### config.mk
export PLATFORM = sky130hd
export DESIGN_NAME = fetch_controller
export DESIGN_NICKNAME = d
export VERILOG_FILES = /design/src/rtl/fetch_controller.sv
export SDC_FILE = /design/constraint.sdc
export NUM_CORES = 1
export LEC_CHECK = 0
export BUFFER_PORTS_ARGS = -buffer_cell sky130_fd_sc_hd__buf_2
export CAP_MARGIN = 20
export CELL_PAD_IN_SITES_DETAIL_PLACEMENT = 0
export CELL_PAD_IN_SITES_GLOBAL_PLACEMENT = 1
export CORE_MARGIN = 2
export CORE_UTILIZATION = 38
export CTS_BUF_LIST = sky130_fd_sc_hd__clkbuf_4 sky130_fd_sc_hd__clkbuf_8 sky130_fd_sc_hd__clkbuf_16
export CTS_CLUSTER_DIAMETER = 150
export CTS_CLUSTER_SIZE = 12
export DETAILED_ROUTE_END_ITERATION = 10
export GPL_ROUTABILITY_DRIVEN = 1
export GPL_TIMING_DRIVEN = 0
export PLACE_DENSITY = 0.81
export RECOVER_POWER = 100
export SLEW_MARGIN = 20
export SYNTH_ARGS = -nofsm -noshare
export SYNTH_HDL_FRONTEND = slang
export SYNTH_SLANG_ARGS = --single-unit
### constraint.sdc
create_clock -name clk -period 2.7 [get_ports clk]
set_clock_uncertainty 0.15 [all_clocks]
set_input_delay 0.135 -clock clk [delete_from_list [all_inputs] [get_ports clk]]
set_output_delay 0.135 -clock clk [all_outputs]
set_load 0.02 [all_outputs]
### src/rtl/fetch_controller.sv
// Instruction fetch sequencer: owns the fetch PC, keeps one imem request
// outstanding at most, and holds each fetched word until decode takes it.
module fetch_controller #(
    parameter logic [31:0] RESET_VECTOR = 32'h0000_0000,
    parameter int unsigned MEM_TIMEOUT  = 16
) (
    input  logic        clk,
    input  logic        rst_n,
    input  logic        stall,
    input  logic        redirect_valid,
    input  logic [31:0] redirect_pc,
    input  logic        imem_ready,
    input  logic [31:0] imem_rdata,
    output logic        imem_req,
    output logic [31:0] imem_addr,
    output logic        if_valid,
    output logic [31:0] if_instr,
    output logic [31:0] if_pc,
    output logic [31:0] pc,
    output logic        fetch_err,
    output logic [1:0]  err_cause
);

    localparam logic [1:0] S_IDLE = 2'd0;
    localparam logic [1:0] S_REQ  = 2'd1;
    localparam logic [1:0] S_HALT = 2'd2;

    localparam logic [1:0] CAUSE_MISALIGN = 2'b01;
    localparam logic [1:0] CAUSE_TIMEOUT  = 2'b10;

    // Counter only needs to reach MEM_TIMEOUT-1; the hit cycle is the last one.
    localparam int CW = (MEM_TIMEOUT > 1) ? $clog2(MEM_TIMEOUT) : 1;
    localparam logic [CW-1:0] TLAST = CW'(MEM_TIMEOUT - 1);

    logic [1:0]    state;
    logic [CW-1:0] tcnt;
    logic          redirect_pend;
    logic          err_pend;

    logic slot_free;
    logic kill;
    logic misal;
    logic bad_now;
    logic tmo_hit;

    assign slot_free = !if_valid || !stall;
    assign kill      = redirect_valid || redirect_pend;
    assign misal     = redirect_pc[1:0] != 2'b00;
    assign bad_now   = err_pend || (redirect_valid && misal);
    assign tmo_hit   = (MEM_TIMEOUT != 0) && (tcnt == TLAST);

    always_ff @(posedge clk or negedge rst_n) begin
        if (!rst_n) begin
            state         <= S_IDLE;
            pc            <= RESET_VECTOR;
            imem_req      <= 1'b0;
            imem_addr     <= '0;
            if_valid      <= 1'b0;
            if_instr      <= '0;
            if_pc         <= '0;
            fetch_err     <= 1'b0;
            err_cause     <= 2'b00;
            tcnt          <= '0;
            redirect_pend <= 1'b0;
            err_pend      <= 1'b0;
        end else begin
            case (state)
                S_IDLE: begin
                    if (redirect_valid) begin
                        pc       <= redirect_pc;
                        if_valid <= 1'b0;
                        if (misal) begin
                            state     <= S_HALT;
                            fetch_err <= 1'b1;
                            err_cause <= CAUSE_MISALIGN;
                        end
                    end else begin
                        if (if_valid && !stall) begin
                            if_valid <= 1'b0;
                        end
                        if (slot_free) begin
                            state     <= S_REQ;
                            imem_req  <= 1'b1;
                            imem_addr <= pc;
                            tcnt      <= '0;
                        end
                    end
                end

                S_REQ: begin
                    if (redirect_valid) begin
                        pc       <= redirect_pc;
                        if_valid <= 1'b0;
                        if (misal) begin
                            err_pend <= 1'b1;
                        end
                    end
                    if (imem_ready) begin
                        imem_req      <= 1'b0;
                        redirect_pend <= 1'b0;
                        state         <= S_IDLE;
                        if (!kill) begin
                            if_instr <= imem_rdata;
                            if_pc    <= imem_addr;
                            if_valid <= 1'b1;
                            pc       <= pc + 32'd4;
                        end
                        if (bad_now) begin
                            state     <= S_HALT;
                            fetch_err <= 1'b1;
                            err_cause <= CAUSE_MISALIGN;
                        end
                    end else begin
                        tcnt <= tcnt + CW'(1);
                        if (redirect_valid) begin
                            redirect_pend <= 1'b1;
                        end
                        // A pending misaligned target is the earlier fault.
                        if (tmo_hit) begin
                            imem_req  <= 1'b0;
                            state     <= S_HALT;
                            fetch_err <= 1'b1;
                            err_cause <= bad_now ? CAUSE_MISALIGN
                                                 : CAUSE_TIMEOUT;
                        end
                    end
                end

                default: begin
                end
            endcase
        end
    end

endmodule
Word-level counts from Yosys, hierarchy flattened
Cells that the tools add are included.

cells by class
  bitwise logic cells = 2
  shift-type cells = 0
  order comparisons = 0
  muxes and demuxes = 41
  divide/modulo/power cells = 0
  add/sub/neg operators = 2
  multiply operators = 0
  reduce and logical (&&, ||, !) cells = 20
  eq/ne operators = 12

operators with widths
  kind                                                 number
  two-way mux 32 bit                                   3
  one-hot mux 32 bit (2 select lines)                  1
  adder 32 x 3 -> 32 bit, second input constant        1
  two-way mux 2 bit                                    12
  two-way mux 1 bit                                    16
  inequality test 3 bit, second input constant         5
  two-way mux 4 bit                                    3
  AND reduction 4 bit                                  3
  inequality test 2 bit, second input constant         5
  AND reduction 3 bit                                  3
  one-hot mux 2 bit (2 select lines)                   2
  one-hot mux 4 bit (2 select lines)                   1
  one-hot mux 1 bit (2 select lines)                   3
  nonzero test 2 bit                                   3
  AND reduction 5 bit                                  1
  adder 4 x 1 -> 4 bit, second input constant          1
  equality test 4 bit, second input constant           1
  AND reduction 2 bit                                  2
  logical OR 1 bit                                     3
  equality test 2 x 1 -> 1 bit, second input constant  1
  logical AND 1 bit                                    2
  zero test 1 bit                                      2
  zero test 2 bit                                      1
  NOT 1 bit                                            2

storage, ports and cells
  flip-flop bits (word level) = 141
  input bits = 69
  memory bits (writable) = 0
  output and inout port bits = 133
  latch bits = 0
  memories kept = 0
  memory bits (read-only) = 0
  logic and storage cells = 89

Depth between registers and ports, before layout
Gate-level depths: netlist (run 1).

  depth after elaboration = 7
  depth in mapped cells = 8
  mapped depth without buffers = 6

Least setup slack after synthesis (run 1)
OpenSTA, ideal clock, no wires.

  path type = flip-flop to flip-flop
  start = register pc[2]
  end = register pc[14]
  path buffers = 1
  library setup time = 0.121 ns
  arrival = 1.766 ns
  path slack = 0.663 ns
  required time = 2.429 ns
  clock period less this slack = 2.037 ns
  cell stages (with the launch flop) = 8
  path through = dfrtp_1 -> ha_1 -> and3_1 -> and3_1 -> buf_4 -> nand4_1 -> o22a_1 -> o22a_1

between the ends
  longest elaborated chain between the ends = 4

RTL lines
  element                              line  source
  from (decl)                          19    output logic [31:0] pc,
  from (signal assigned)               70    pc <= redirect_pc;
  from (signal assigned)               92    pc <= redirect_pc;
  from (signal assigned)               106   pc <= pc + 32'd4;
  adder 32 x 3 -> 32 bit               106
  two-way mux 32 bit                   102   if (!kill) begin
  two-way mux 32 bit                   98    if (imem_ready) begin
  one-hot mux 32 bit (2 select lines)  67    case (state)

No other way between the ends.
A chain may end at the register's enable or synchronous reset.

Worst setup path in the final report (run 1)
Same ends and word-level chain as after synthesis.

==> results of run 1 <==
[sequential cells by signal, summed over array words and instances, names as in the netlist]
register       flops
fetch_err          1
redirect_pend      1
if_valid           1
tcnt               4
imem_req           1
if_instr          32
err_cause          2
imem_addr         32
state              2
err_pend           1
if_pc             32
pc                32
[stage by stage]
step                      setup TNS [ns]  hold WS [ns]  total power [uW]
after floorplan                        0        -0.311              2920
after global placement           -109.81         0.176              3280
after detailed placement               0       -0.0743              3300
after CTS                              0       0.00684              6060
after global routing                   0        0.0459              6200
final                                  0        0.0373              5970
[cells by family (layout without fill, tap and decap cells)]
family / count (synthesis) / count (layout) / share of synthesized area
flops: 141 / 141 / 0.565
compound gates: 102 / 102 / 0.114
fa+ha+maj: 2 / 2 / 0.00400
simple gates: 305 / 305 / 0.211
xor+xnor: 2 / 2 / 0.00280
buf+inv: 53 / 351 / 0.0390
mux: 36 / 36 / 0.0645
[metal layers]
metal	track usage	vias up
met3	0.0477	21
met1	0.307	2831
li1	-	2778
met5	0	-
met2	0.364	188
met4	0.0800	0
[synthesized netlist by cell type (2+ instances only)]
cell type and count:
nand3b_1 2, o21a_1 2, o22a_1 10, a221o_1 3, a21oi_1 24, o22ai_1 3, a22oi_1 2, buf_1 4
clkbuf_1 11, a311oi_1 2, buf_4 4, nor4_1 3, o21ba_2 2, ha_1 2, nand2b_1 3, mux2_2 34
nand4_1 8, nor3b_1 2, o21ai_0 22, nor2_1 20, inv_1 15, o311ai_0 2, o21bai_1 2, nand3_1 13
nand2_1 227, dfrtp_1 141, buf_2 17, a32oi_1 6, a31oi_1 4, and4_1 4, mux2i_1 2, o41ai_1 2
xor2_1 2, and3_1 8, nor3_1 5
[worst min-delay path by stage]
| stage | end | from |
|---|---|---|
| floorplan | err_cause[0]$_DFFE_PN0P_ | rst_n |
| global placement | if_instr[30]$_DFFE_PN0P_ | imem_rdata[30] |
| detailed placement | tcnt[3]$_DFFE_PN0P_ | rst_n |
| CTS | pc[8]$_DFFE_PN0P_ | redirect_pc[8] |
| global route | pc[8]$_DFFE_PN0P_ | redirect_pc[8] |
| finish | pc[7]$_DFFE_PN0P_ | redirect_pc[7] |
[where the power goes]
| group | total, uW | leakage, uW | switching [uW] | internal, uW |
|---|---|---|---|---|
| combinational | 798 | 0.00202 | 487 | 311 |
| clock | 2670 | 0.000324 | 907 | 1760 |
| sequential | 2500 | 0.00185 | 218 | 2280 |
| total | 5970 | 0.00420 | 1610 | 4360 |
[worst max-delay path: cells and delay by family, from the launching register on]
family	cells	cell delay (ns)
AND/OR/NAND/NOR	3	0.67
buffers and inverters	1	0.48
flip-flops	1	0.44
AO/OA/AOI/OAI	2	0.38
adder cells (fa/ha/maj)	1	0.23
[cell type report]
class                           count  area (sq um)  share of cell area
Sequential cell                   141          3530               0.406
Timing Repair Buffer              266          1500               0.172
Clock buffer                       22           494              0.0569
Buffer                             38           178              0.0205
Inverter                           15          56.3             0.00649
Tap cell                          216           270              0.0311
Clock inverter                     10           183              0.0210
Multi-Input combinational cell    447          2480               0.285
[repair_timing]
item                                   4_1_cts  5_1_grt
setup buffers                                0        0
endpoints found under the hold margin      206        0
hold buffers                                65        0
==> impl_metrics.toml, run 1 <==
[run_status]
status = "completed"

[place]
port_buffers = 200
dpl_cell_area_sq_um = 7560
gp_congestion = 0.853
dp_slack_ns = 0.366
hpwlAfterDp_um = 13200
placed_cells = 1058

[synth]
synth-async-reset-ratio = 1.00
yosys_warnings = 0
synth_ff_type = "dfrtp_1"
synthTopCellsByArea = "dfrtp_1, nand2_1, mux2_2"
yosysUniqueCellTypes = 63
synth_top_area_frac = 0.565
syn_nets = 712
yosysTopAreaCell = "dfrtp_1"
ys_ff_latch = 141
synth.avg_cell_area_sq_um = 9.75
synth_edf_count = 0
synthCells = 641
ys_seq_area_frac = 0.565
synth_area_sq_um = 6250

[floorplan]
core_area_sq_um = 16000
io_pins = 202
dieWidth_um = 132
die-area_sq_um = 17500
fp-row-count = 46
start_util = 0.391
die_height_um = 132

[final_layout]
final_nets = 997
antenna_cells = 0
layout-drive-gt1-share = 0.176
post-route-util = 0.543
final_area_sq_um = 8680
final_common_cell = "nand2_1"
final_cell_mix = "nand2_1, clkbuf_1, dfrtp_1, buf_2, dlygate4sd3_1"
stdcell_count = 1155
syn2layout_area_growth_pct = 38.9
fillers = 1599

[timing]
slew_headroom = 0.148
setup_ws_ns = 0.230
tightest_slew_ns = 1.28
rsz0062_at_grt = "false"
drv_slew = 0
fin_crit_ns = 2.47
finalSetupViolCount = 0
hold_violations = 0
fmax_mhz = 405
fin_crit_sh = 0.915

[worst_hold_path]
hold_path.class = "in -> reg"
hold_path_depth = 4

[worst_setup_path]
reg2reg_depth = 7
cpMaxStageDelayCell = "clkbuf_1"
startpoint_type = "register"
critPathMaxStageDelay_ns = 0.48
crit_path_cell_trace = "ha_1 > and3_1 > and3_1 > clkbuf_1 > nand4_1 > o22a_1 > o22a_1"
cp.required_ns = 2.86
cp_data_arrival_time_ns = 2.63
critPathCaptureType = "register"
crit_start = "pc[2]$_DFFE_PN0P_"
r2r_end = "pc[14]$_DFFE_PN0P_"
r2r_slack_ns = 0.23
path_class = "reg -> reg"
crit_path_max_fanout = 10
cp-endpoint = "pc[14]$_DFFE_PN0P_"
crit-reg2reg-launch = "pc[2]$_DFFE_PN0P_"

[clocking]
cts_max_path_buffers = 2
post_cts_resized = 0
clk_latency_ns = 0.42
cts_tree = "built"
clock-root-buffer = "clkbuf_16"
path_clk_slew_ns = 0.06
cts.sinks = 141
cts_buffers = 17
htree_levels = 4

[detailed_routing]
wire_per_inst_um = 16.9
num_vias = 5818
drcViolationCount = 0
dr_wl_met3_um = 1100
drtIter0Drc = 348
viasPerCell = 5.04
wl_met2_um = 9250
drt-total-wl_um = 19500
drtAntennaViolNets = 0
highest_layer = "met4"
met1_length_um = 8880
first_pass_iters = 5

[grt]
antenna_found_initial = 0
grt_max_degree = 92
overflow = 0
gr-usage-all-layers = 0.227
grt_pass1_vias = 5817
grt_pass1_wl_um = 31300

[power]
peakVddDrop_mv = 0.424
p_leak_uw = 0.00420
power.density_nw_per_um2 = 687

[job]
max-cap-violations = 0
No activity file was read; power rests on OpenSTA's default activity.
==> inputs of run 2 (changes only) <==
PLACE_DENSITY = unset   (was 0.81)
PLACE_DENSITY_LB_ADDON = 0.15   (was unset)
==> impl_metrics.toml, run 2 (synthesized netlist as in run 1, its figures left out) <==
[final_layout]
fillers = 1612
final_area_sq_um = 8570
final_nets = 998
layout-drive-gt1-share = 0.170
final_cell_mix = "nand2_1, clkbuf_1, dfrtp_1, buf_2, dlygate4sd3_1"
syn2layout_area_growth_pct = 37.2
final_common_cell = "nand2_1"

[grt]
overflow = 0
gr-usage-all-layers = 0.226
antenna_found_initial = 1
grt_pass1_vias = 5852
grt_pass1_wl_um = 31200
grt_max_degree = 89

[timing]
fin_crit_sh = 0.907
rsz0062_at_grt = "false"
slew_headroom = 0.0977
finalSetupViolCount = 0
hold_violations = 0
fin_crit_ns = 2.45
drv_slew = 0
fmax_mhz = 408
tightest_slew_ns = 1.35

[floorplan]
io_pins = 202
core_area_sq_um = 16000
die-area_sq_um = 17500
start_util = 0.391
die_height_um = 132
fp-row-count = 46
dieWidth_um = 132

[clocking]
cts_setup_buffers = 0
cts_max_path_buffers = 2
cts.sinks = 141
clk_latency_ns = 0.42
holdBufCountCts = 66
post_cts_resized = 0
cts_tree = "built"
clock-root-buffer = "clkbuf_16"
cts_buffers = 17
htree_levels = 4
path_clk_slew_ns = 0.06

[detailed_routing]
drt-total-wl_um = 19400
first_pass_iters = 8
num_vias = 5823
wire_per_inst_um = 16.8
drtAntennaViolNets = 0
drcViolationCount = 0
viasPerCell = 5.05
drtIter0Drc = 329

[place]
hpwlAfterDp_um = 13700
port_buffers = 200
dpl_cell_area_sq_um = 7560
gp_congestion = 0.806

[power]
p_leak_uw = 0.00416
peakVddDrop_mv = 0.431
fin_total_pwr_uw = 5530
power.density_nw_per_um2 = 645

[worst_setup_path]
crit_path_cell_trace = "buf_2 > and3b_1 > and2_1 > clkbuf_2 > clkbuf_1 > buf_2 > nand2_1 > nand2_1"
critPathCaptureType = "register"
cpMaxStageDelayCell = "clkbuf_1"
startpoint_type = "register"
critPathMaxStageDelay_ns = 0.50
crit_path_max_fanout = 10
path_class = "reg -> reg"
cp.required_ns = 2.90
cp_data_arrival_time_ns = 2.65
cp_num_buf_inv = 4
crit_family = "buffers and inverters"

[worst_hold_path]
hold_path.class = "in -> reg"

[run_status]
status = "completed"

[job]
max-cap-violations = 0
-- run 2: cell types whose count changed in the layout (fill, tap and decap cells not counted), sizes merged --
cell | previous run | this run
diode | 0 | 1
buf | 81 | 83
dlygate4sd3 | 65 | 66
clkbuf | 180 | 182
clkinvlp | 3 | 0
clkinv | 2 | 0
bufinv | 5 | 1
-- run 2: where the power goes --
group	internal [uW]	leakage [uW]	switching, uW
clock	1420	0.000281	813
sequential	2290	0.00185	210
combinational	313	0.00203	491
total	4020	0.00416	1510
-- run 2: final timing paths --
path / endpoint / slack, ns / cells after the start / startpoint
worst max-delay path: if_pc[12]$_DFFE_PN0P_ / 0.25 / 8 / state[0]$_DFFE_PN0P_
worst min-delay path: pc[7]$_DFFE_PN0P_ / 0.06 / 4 / redirect_pc[7]
worst max register to register: if_pc[12]$_DFFE_PN0P_ / 0.25 / 8 / state[0]$_DFFE_PN0P_
worst min register to register: if_pc[14]$_DFFE_PN0P_ / 0.32 / 2 / if_pc[14]$_DFFE_PN0P_
max in group asynchronous: if_instr[21]$_DFFE_PN0P_ / 0.57 / 3 / rst_n
min in group asynchronous: if_pc[18]$_DFFE_PN0P_ / 0.41 / 2 / rst_n
-- run 2: area by class of cell --
| type | count | area [sq um] | share of cell area |
|---|---|---|---|
| Antenna cell | 1 | 2.50 | 0.000292 |
| Buffer | 38 | 180 | 0.0210 |
| Clock buffer | 26 | 531 | 0.0619 |
| Clock inverter | 1 | 30.0 | 0.00350 |
| Inverter | 15 | 56.3 | 0.00657 |
| Multi-Input combinational cell | 447 | 2470 | 0.288 |
| Sequential cell | 141 | 3530 | 0.411 |
| Tap cell | 216 | 270 | 0.0315 |
| Timing Repair Buffer | 267 | 1510 | 0.176 |
-- run 2: worst min-delay path: cells and delay by family --
family,cells,cell delay (ns)
AOI/OAI and AO/OA,2,0.31
buffers and inverters,1,0.08
muxes,1,0.06
-- run 2: routing by layer --
metal,GRT usage,wire length (um)
met5,0,0
met3,0.0573,1200
met1,0.296,8420
met2,0.361,9190
met4,0.0896,546
-- run 2: through the flow --
stage	TNS, ns	std cells	setup WS, ns	hold slack (ns)	utilization
final	0	1152	0.251	0.0583	0.536
after global placement	-96.13	1057	-0.694	0.176	0.470
after floorplan	0	641	0.663	-0.311	-
after global routing	0	1151	0.107	0.0687	0.536
after detailed placement	0	1058	0.378	-0.0650	0.472
after CTS	0	1151	0.354	0.0149	0.549
